<file path="src/rtl/sky130_as_sc_hs__cell_selftest.sv">
`default_nettype none
// ============================================================================
// Module      : sky130_as_sc_hs__cell_selftest
// Description : On-chip functional checker for the logic cells inv_2, buff_2,
//               nand2_2, nand2b_2, and2_2, nor2_2, nor2b_2, or2_2 and
//               dfxtp_1. Every 2-input vector is swept PASSES times. Each
//               cell output is compared with its golden function. Results
//               are a sticky per-cell failure mask and a saturating count of
//               compare edges that had at least one mismatch.
// Ports       : CLK, RESET_B (sync, active low), START, FORCE_ERR (inverts
//               the nand2 golden value for the checker's own self-test),
//               BUSY, DONE, PASS, ERR_CNT[ERR_W], FAIL_MASK[9]
//               (0 inv, 1 buff, 2 nand2, 3 nand2b, 4 and2, 5 nor2, 6 nor2b,
//               7 or2, 8 dfxtp), VPWR/VGND/VPB/VNB (supply, no logic role)
// Revision    : 1.0  initial release
// ============================================================================
module sky130_as_sc_hs__cell_selftest #(
    parameter int PASSES = 4,
    parameter int ERR_W  = 8
) (
    input  logic             CLK,
    input  logic             RESET_B,
    input  logic             START,
    input  logic             FORCE_ERR,
    output logic             BUSY,
    output logic             DONE,
    output logic             PASS,
    output logic [ERR_W-1:0] ERR_CNT,
    output logic [8:0]       FAIL_MASK,
    input  logic             VPWR,
    input  logic             VGND,
    input  logic             VPB,
    input  logic             VNB
);

    localparam int                 c_N_EDGES = 4 * PASSES;
    localparam int                 c_IDX_W   = $clog2(c_N_EDGES + 1);
    localparam logic [c_IDX_W-1:0] c_IDX_LAST = c_IDX_W'(c_N_EDGES);
    localparam logic [ERR_W-1:0]   c_ERR_MAX  = '1;

    typedef enum logic [1:0] {
        S_IDLE = 2'd0,
        S_RUN  = 2'd1,
        S_DONE = 2'd2
    } state_t;

    state_t               r_state;
    state_t               w_state_nxt;
    logic                 r_a;
    logic                 r_b;
    logic                 r_prev_a;
    logic                 r_force;
    logic [c_IDX_W-1:0]   r_idx;
    logic [ERR_W-1:0]     r_err_cnt;
    logic [8:0]           r_fail_mask;

    // Supplies carry no logic; reduced here only so they are consumed.
    logic w_unused_supply;
    assign w_unused_supply = ^{VPWR, VGND, VPB, VNB};

    // ------------------------------------------------------------------
    // Cells under test
    // ------------------------------------------------------------------
    logic w_y_inv, w_y_buf, w_y_nand2, w_y_nand2b;
    logic w_y_and2, w_y_nor2, w_y_nor2b, w_y_or2;
    logic r_dff_q;

    assign w_y_inv    = ~r_a;
    assign w_y_buf    = r_a;
    assign w_y_nand2  = ~(r_a & r_b);
    assign w_y_nand2b = ~(~r_a & r_b);
    assign w_y_and2   = r_a & r_b;
    assign w_y_nor2   = ~(r_a | r_b);
    assign w_y_nor2b  = ~(~r_a | r_b);
    assign w_y_or2    = r_a | r_b;

    // Flop under test: free-running and without reset, like the real cell.
    always_ff @(posedge CLK) begin
        r_dff_q <= r_a;
    end

    // ------------------------------------------------------------------
    // Golden model and compare
    // ------------------------------------------------------------------
    logic [8:0] w_y;
    logic [8:0] w_gold;
    logic [8:0] w_mis;
    logic       w_dff_chk;

    assign w_y = {r_dff_q, w_y_or2, w_y_nor2b, w_y_nor2, w_y_and2,
                  w_y_nand2b, w_y_nand2, w_y_buf, w_y_inv};

    assign w_gold = {r_prev_a,
                     r_a | r_b,
                     r_a & ~r_b,
                     ~(r_a | r_b),
                     r_a & r_b,
                     r_a | ~r_b,
                     ~(r_a & r_b) ^ r_force,
                     r_a,
                     ~r_a};

    // The flop output is only defined once it has captured a stimulus
    // value of this run, i.e. from the second compare edge on.
    assign w_dff_chk = (r_idx >= c_IDX_W'(2));

    // Case inequality so an X on a cell output counts as a mismatch.
    always_comb begin
        w_mis = '0;
        for (int k = 0; k < 8; k++) begin
            w_mis[k] = (w_y[k] !== w_gold[k]);
        end
        w_mis[8] = w_dff_chk && (w_y[8] !== w_gold[8]);
    end

    // ------------------------------------------------------------------
    // Control FSM
    // ------------------------------------------------------------------
    always_comb begin
        w_state_nxt = r_state;
        case (r_state)
            S_IDLE:  if (START) w_state_nxt = S_RUN;
            S_RUN:   if (r_idx == c_IDX_LAST) w_state_nxt = S_DONE;
            S_DONE:  if (START) w_state_nxt = S_RUN;
            default: w_state_nxt = S_IDLE;
        endcase
    end

    always_ff @(posedge CLK) begin
        if (!RESET_B) begin
            r_state     <= S_IDLE;
            r_a         <= 1'b0;
            r_b         <= 1'b0;
            r_prev_a    <= 1'b0;
            r_force     <= 1'b0;
            r_idx       <= '0;
            r_err_cnt   <= '0;
            r_fail_mask <= '0;
        end else begin
            r_state <= w_state_nxt;
            case (r_state)
                S_IDLE, S_DONE: begin
                    if (START) begin
                        r_err_cnt   <= '0;
                        r_fail_mask <= '0;
                        r_force     <= FORCE_ERR;
                        r_idx       <= c_IDX_W'(1);
                        r_a         <= 1'b0;
                        r_b         <= 1'b0;
                    end
                end
                S_RUN: begin
                    r_prev_a <= r_a;
                    if (|w_mis) begin
                        r_fail_mask <= r_fail_mask | w_mis;
                        if (r_err_cnt != c_ERR_MAX) begin
                            r_err_cnt <= r_err_cnt + ERR_W'(1);
                        end
                    end
                    // r_idx holds the number of the vector to load next.
                    if (r_idx != c_IDX_LAST) begin
                        r_a   <= r_idx[1];
                        r_b   <= r_idx[0];
                        r_idx <= r_idx + c_IDX_W'(1);
                    end
                end
                default: ;
            endcase
        end
    end

    assign BUSY      = (r_state == S_RUN);
    assign DONE      = (r_state == S_DONE);
    assign PASS      = (r_state == S_DONE) && (r_err_cnt == '0);
    assign ERR_CNT   = r_err_cnt;
    assign FAIL_MASK = r_fail_mask;

endmodule
`default_nettype wire

</file>
<file path="config.mk">
export PLATFORM = sky130hd
export DESIGN_NAME = sky130_as_sc_hs__cell_selftest
export DESIGN_NICKNAME = d
export VERILOG_FILES = /design/src/rtl/sky130_as_sc_hs__cell_selftest.sv
export SDC_FILE = /design/constraint.sdc
export NUM_CORES = 1
export LEC_CHECK = 0
export BUFFER_PORTS_ARGS = -buffer_cell sky130_fd_sc_hd__buf_4
export CAP_MARGIN = 20
export CORE_MARGIN = 5
export CORE_UTILIZATION = 30
export DETAILED_ROUTE_END_ITERATION = 12
export PLACE_DENSITY = 0.46
export SYNTH_ARGS = -nofsm -noshare
export SYNTH_HDL_FRONTEND = slang
export SYNTH_SLANG_ARGS = --single-unit
</file>
<file path="constraint.sdc">
create_clock -name CLK -period 1.9 [get_ports CLK]
set_input_delay 0.38 -clock CLK [delete_from_list [all_inputs] [get_ports CLK]]
set_output_delay 0.38 -clock CLK [all_outputs]
set_load 0.01 [all_outputs]
</file>
==> flow_summary.json, run 1 <==
{
  "crit_path_start_kind": "register",
  "core-area_um2": 3970,
  "grt_max_degree": 22,
  "portBuffers": 18,
  "arrival_ps": 1370,
  "met2_usage_pct": 17.9,
  "cp-end-kind": "output pin",
  "wl_per_cell_um": 13.3,
  "synthFlopType": "dfxtp_1",
  "die_area_um2": 5460,
  "reg2reg_slack_ps": 210,
  "routed_wl_um": 2780,
  "yosys_warnings": 0,
  "drcViolationCount": 0,
  "critPathKind": "register to output pin",
  "cts_max_level": 1,
  "setup_tns_ps": 0,
  "synth_area_per_cell_um2": 8.88,
  "ys_ff_latch": 23,
  "place_inst": 205,
  "area_delta_synth_final_pct": 18.0,
  "grt_antenna_before_repair": 0,
  "drive_above_1_share_pct": 22.0,
  "synth.distinct_cells": 45,
  "synthTopCellsByArea": "dfxtp_1, ha_1, nand2_1",
  "fp.dieW_um": 73.9,
  "hpwlAfterDp_um": 2080,
  "cts_tree": "done",
  "setup_viol": 0,
  "yosysMostFrequentCell": "dfxtp_1",
  "cts_hold_buf": 0,
  "vias": 1039,
  "grt_pass1_wl_um": 4620,
  "netlist.area_leader.share_pct": 37.6,
  "ir_worst_vdd_mv": 0.456,
  "critical_path_required_ps": 1520,
  "fin_cells": 209,
  "ys_async_sr_fraction_pct": 0,
  "cp_max_fo": 3,
  "postCtsResizedCells": 0,
  "grt_pass1_vias": 966,
  "clk_path_buf_depth": 2,
  "initial_utilization_pct": 30.8,
  "drtPass1Iterations": 4,
  "diodes": 0,
  "synth_commonest_cells": "dfxtp_1, nand2_1, inv_1",
  "syn_inst": 138,
  "grt.total_usage_pct": 10.9,
  "hold_violations": 0,
  "post_cts_buffers": 0,
  "power_density_nw_per_um2": 629,
  "ys_seq_area_share_pct": 37.6,
  "antenna_left": 0,
  "syn_area_um2": 1220,
  "fin_crit_ps": 1750,
  "root_buffer": "clkbuf_8",
  "clock.fmax_ghz": 0.572,
  "yosysTopAreaCell": "dfxtp_1",
  "clock_latency_ps": 260,
  "worst_hold_slack_ps": 374,
  "hold_path_depth": 0,
  "synth_edf_count": 0,
  "status": "finished, final reports clean",
  "clk_pin_slew_ps": 80,
  "cellLeakagePower_nw": 0.575,
  "clock_sinks": 23,
  "place_congestion": 0.773,
  "fin_crit_sh_pct": 92.0,
  "die_h_um": 73.9,
  "io_pins": 28,
  "grt_overflow": 0,
  "gr-usage-met1_pct": 13.9,
  "max-cap-violations": 0,
  "fp-row-count": 23,
  "grt_busiest_layer": "met2",
  "final_max_slew_viol_count": 0,
  "finClkSkew_ps": 5.43,
  "use_met3_pct": 3.15,
  "vias_per_cell": 4.97,
  "drt_iter0_markers": 88,
  "hold_path_class": "register to register",
  "fin_nets": 173,
  "cts_made_buffers": 3,
  "rr_worst_depth": 4,
  "rsz0062_at_grt": "false"
}
[area by class of cell]
type | instances | area (um^2)
clock buffer | 4 | 45.0
sequential | 23 | 460
multi-input combinational | 100 | 672
tap | 50 | 62.6
inverter | 10 | 40.0
timing repair buffer | 22 | 165
fill | 438 | 2530
[sequential cells by signal, indices dropped and copies added, names as in the netlist]
register	flops
r_state	2
r_dff_q	1
r_prev_a	1
ERR_CNT	8
r_a	1
FAIL_MASK	4
r_idx	5
r_force	1
[power by group]
part	total (mW)	switching, mW	internal, mW
Combinational	0.104	0.0633	0.0407
Sequential	0.500	0.00981	0.490
Clock	0.306	0.156	0.150
Total	0.910	0.229	0.680
[worst max-delay path, cell delays in order, from the launching register on]
cell	delay, ps
dfxtp_1	320
nor2b_1	270
nand4_1	150
nor4_1	200
buf_4	170
[cell usage in the layout, fill, tap and decap left out, drive strengths merged]
cell / netlist / final
nand4b: 1 / 1
nor2: 6 / 6
clkbuf: 3 / 4
o21ai: 3 / 3
a21boi: 5 / 5
nor2b: 2 / 2
o221a: 4 / 4
and4: 1 / 1
and3: 2 / 2
dfxtp: 23 / 23
nor4: 1 / 1
o2111ai: 2 / 2
or3: 2 / 2
o211ai: 4 / 4
o21a: 3 / 3
or4: 1 / 1
nor4b: 1 / 1
buf: 5 / 22
o31ai: 1 / 1
conb: 1 / 5
a22oi: 2 / 2
a211oi: 1 / 1
ha: 5 / 5
nand3: 5 / 5
and2b: 1 / 1
xor2: 3 / 3
a31oi: 2 / 2
and2: 3 / 3
and4bb: 1 / 1
nand4: 3 / 3
or2: 1 / 1
nor3: 3 / 3
inv: 10 / 10
nand2b: 2 / 2
nand2: 12 / 12
a21oi: 8 / 8
o22ai: 3 / 3
o211a: 1 / 1
[kinds of logic after synthesis]
logic type | count (synthesis) | synth area share [%]
xor gates and xnor gates | 3 | 2.15
DFF | 23 | 37.6
adders and majority gates | 5 | 5.11
and+or+nand+nor | 48 | 22.2
AOI/OAI and AO/OA | 39 | 23.9
buffers and inverters | 19 | 8.79
other | 1 | 0.306
[metrics by stage]
stage	util, %	instance area [um^2]	setup WS, ps	power, mW
floorplan	-	1240	308	0.590
global placement	35.3	1400	226	0.615
detailed placement	35.3	1400	217	0.616
CTS	36.4	1450	147	0.927
global route	36.4	1450	13.2	0.958
finish	36.4	1450	152	0.910
[layer usage]
metal  share of wire, %  wire length, um  vias up
met3                5.1              142        2
li1                   -                -      535
met5                  0                0        -
met2                 48             1330       23
met1                 46             1280      479
met4               0.72               20        0
[worst paths after layout]
kind | from | end
max | r_state[1] | PASS
min reg2reg | r_a | r_dff_q
min | r_a | r_dff_q
max reg2reg | r_idx[4] | ERR_CNT[2]
(Power assumes the default switching activity.)
==> run 2, diff against run 1 <==
--- a/config.mk
+++ b/config.mk
@@ -5,6 +5,7 @@
 export SDC_FILE = /design/constraint.sdc
 export NUM_CORES = 1
 export LEC_CHECK = 0
+export ABC_AREA = 1
 export BUFFER_PORTS_ARGS = -buffer_cell sky130_fd_sc_hd__buf_4
 export CAP_MARGIN = 20
 export CORE_MARGIN = 5
==> constraint.sdc (replaced) <==
create_clock -name CLK -period 1.9 [get_ports CLK]
set_input_delay 0.095 -clock CLK [delete_from_list [all_inputs] [get_ports CLK]]
set_output_delay 0.095 -clock CLK [all_outputs]
set_load 0.01 [all_outputs]
==> run 2 against run 1 <==
  * Wire length up 2.3%
  * Clock skew down 2.4 ps
  * Clock power about the same
  * Largest power group unchanged
  * Largest cell class unchanged
==> flow_summary.json, run 2 <==
{
  "status": "finished, final reports clean",
  "design_area_um2": 1470,
  "ys_async_sr_fraction_pct": 0,
  "yosysTopAreaCell": "dfxtp_1",
  "synthFlopType": "dfxtp_1",
  "fp.dieW_um": 74.3,
  "cellLeakagePower_nw": 0.655,
  "clk_pin_slew_ps": 80,
  "final_common_cell": "nand2_1",
  "synth_area_per_cell_um2": 6.85,
  "cp-end-kind": "register",
  "synth_edf_count": 0,
  "mostFrequentLayoutCells": "nand2_1, nor2_1, inv_1",
  "cp_max_fo": 9,
  "reg2reg_from": "r_idx[0]",
  "setup_tns_ps": 0,
  "die_h_um": 74.3,
  "place_inst": 249,
  "drive_above_1_share_pct": 18.2,
  "min-delay-start": "FORCE_ERR",
  "utilization_pct": 36.7,
  "largest_reg_flops": 8,
  "io_pins": 28,
  "rr_worst_depth": 9,
  "reg2reg_slack_ps": 340,
  "grt_pass1_wl_um": 4710,
  "fp-row-count": 23,
  "fin_crit_sh_pct": 82.0,
  "vias_per_cell": 4.40,
  "core-area_um2": 4000,
  "initial_utilization_pct": 31.0,
  "synth_commonest_cells": "nand2_1, nor2_1, inv_1",
  "synth.distinct_cells": 24,
  "seqPwrFrac_pct": 53.8,
  "fin_nets": 217,
  "p_int_uw": 682,
  "yosys_warnings": 0,
  "synthTopCellsByArea": "dfxtp_1, nand2_1, nor2_1",
  "slowest_stage": "dfxtp_1",
  "syn_inst": 181,
  "vias": 1114,
  "post_cts_buffers": 0,
  "area_delta_synth_final_pct": 18.5,
  "syn_area_um2": 1240,
  "final_max_slew_viol_count": 0,
  "critPathMaxStageDelay_ps": 330,
  "root_buffer": "clkbuf_8",
  "max-cap-violations": 0,
  "hold_violations": 0,
  "diodes": 0,
  "worst_hold_slack_ps": 87.2,
  "netlist.area_leader.share_pct": 37.1,
  "die_area_um2": 5520,
  "clock_latency_ps": 260,
  "ys_seq_area_share_pct": 37.1,
  "drtPass1Iterations": 4,
  "p_sw_uw": 252,
  "portBuffers": 18,
  "dpl-instance-area_um2": 1420,
  "fin_crit_ps": 1560,
  "grt_pass1_vias": 1099,
  "cpMostUsedCell": "nand3_1",
  "finClkSkew_ps": 3.02,
  "grt_overflow": 0,
  "power_uw": 935,
  "arrival_ps": 1750,
  "antenna_left": 0,
  "cts_tree": "done",
  "ir_worst_vdd_mv": 0.299,
  "hold_path_depth": 3,
  "drt_iter0_markers": 66,
  "ys_ff_latch": 23,
  "cp_cell_sequence": "inv_1 -> ha_1 -> nor2_1 -> nand3_1 -> nand3_1 -> nand2_2 -> nand2_4 -> nand2_1 -> a21oi_1",
  "switching_share_pct": 27.0,
  "grt_max_degree": 14,
  "place_congestion": 0.856,
  "hpwlAfterDp_um": 2190,
  "final.setup.worst_slack_ps": 343,
  "power_density_nw_per_um2": 636,
  "rsz0062_at_grt": "false",
  "reg2reg_to": "ERR_CNT[2]",
  "postCtsResizedCells": 0,
  "cts_max_level": 1,
  "clk_path_buf_depth": 2,
  "crit_path_start_kind": "register",
  "drcViolationCount": 0,
  "grt_antenna_before_repair": 0,
  "hold_path_class": "primary input to register",
  "yosysMostFrequentCell": "nand2_1",
  "critical_path_required_ps": 2090,
  "pre_cts_slack_ps": 377,
  "fin_cells": 253,
  "cts_made_buffers": 3,
  "wl_per_cell_um": 11.2,
  "clock.fmax_ghz": 0.642,
  "cts_hold_buf": 0,
  "grt.total_usage_pct": 11.0,
  "hold_path_end": "r_force",
  "clock_sinks": 23,
  "setup_viol": 0,
  "pwr-share-comb_pct": 13.8,
  "clkPwrFrac_pct": 32.4,
  "routed_wl_um": 2840,
  "critPathKind": "register to register"
}
## run 2: kinds of logic after synthesis
family / Yosys count / synth area share, %
flip-flops: 23 / 37.1
buffers and inverters: 34 / 12.4
adder cells (fa/ha/maj): 5 / 5.05
AO/OA/AOI/OAI: 18 / 8.27
XOR/XNOR: 5 / 3.53
AND/OR/NAND/NOR: 95 / 33.3
other: 1 / 0.302
## run 2: power by group through the flow
stage / Sequential, mW / Combinational [mW] / Clock (mW)
3_3_place_gp: 0.515 / 0.130 / 0
5_1_grt: 0.506 / 0.145 / 0.328
4_1_cts: 0.503 / 0.129 / 0.317
6_report: 0.503 / 0.129 / 0.303
3_5_place_dp: 0.515 / 0.129 / 0
2_1_floorplan: 0.516 / 0.0957 / 0
## run 2: worst max path at each step
stage | from | slack (ps) | depth (start not counted) | endpoint
final | r_idx[0] | 340 | 9 | ERR_CNT[2]
after global routing | r_idx[0] | 190 | 9 | ERR_CNT[3]
after CTS | r_idx[0] | 350 | 9 | ERR_CNT[2]
after detailed placement | r_idx[0] | 380 | 9 | ERR_CNT[2]
after global placement | r_idx[0] | 390 | 9 | ERR_CNT[2]
after floorplan | ERR_CNT[1] | 470 | 7 | ERR_CNT[7]
## run 2: routing by layer
layer  routed length [um]  track usage, %
met2                 1250            18.1
met3                  163            2.84
met5                    0               0
met1                 1370            13.3
met4                   54            5.34
## run 2: cell type report
type,count,area [um^2]
Fill cell,444,2530
Multi-Input combinational cell,128,641
Sequential cell,23,460
Timing Repair Buffer,21,158
Inverter,27,101
Tap cell,50,62.6
Clock buffer,3,41.3
Clock inverter,1,5.00
## run 2: worst max-delay path: cells and delay by family (launching register included)
| family | cells | cell delay, ps |
|---|---|---|
| AOI/OAI and AO/OA | 1 | 120 |
| buffers and inverters | 1 | 90 |
| and+or+nand+nor | 6 | 720 |
| DFF | 1 | 330 |
| adders and majority gates | 1 | 200 |
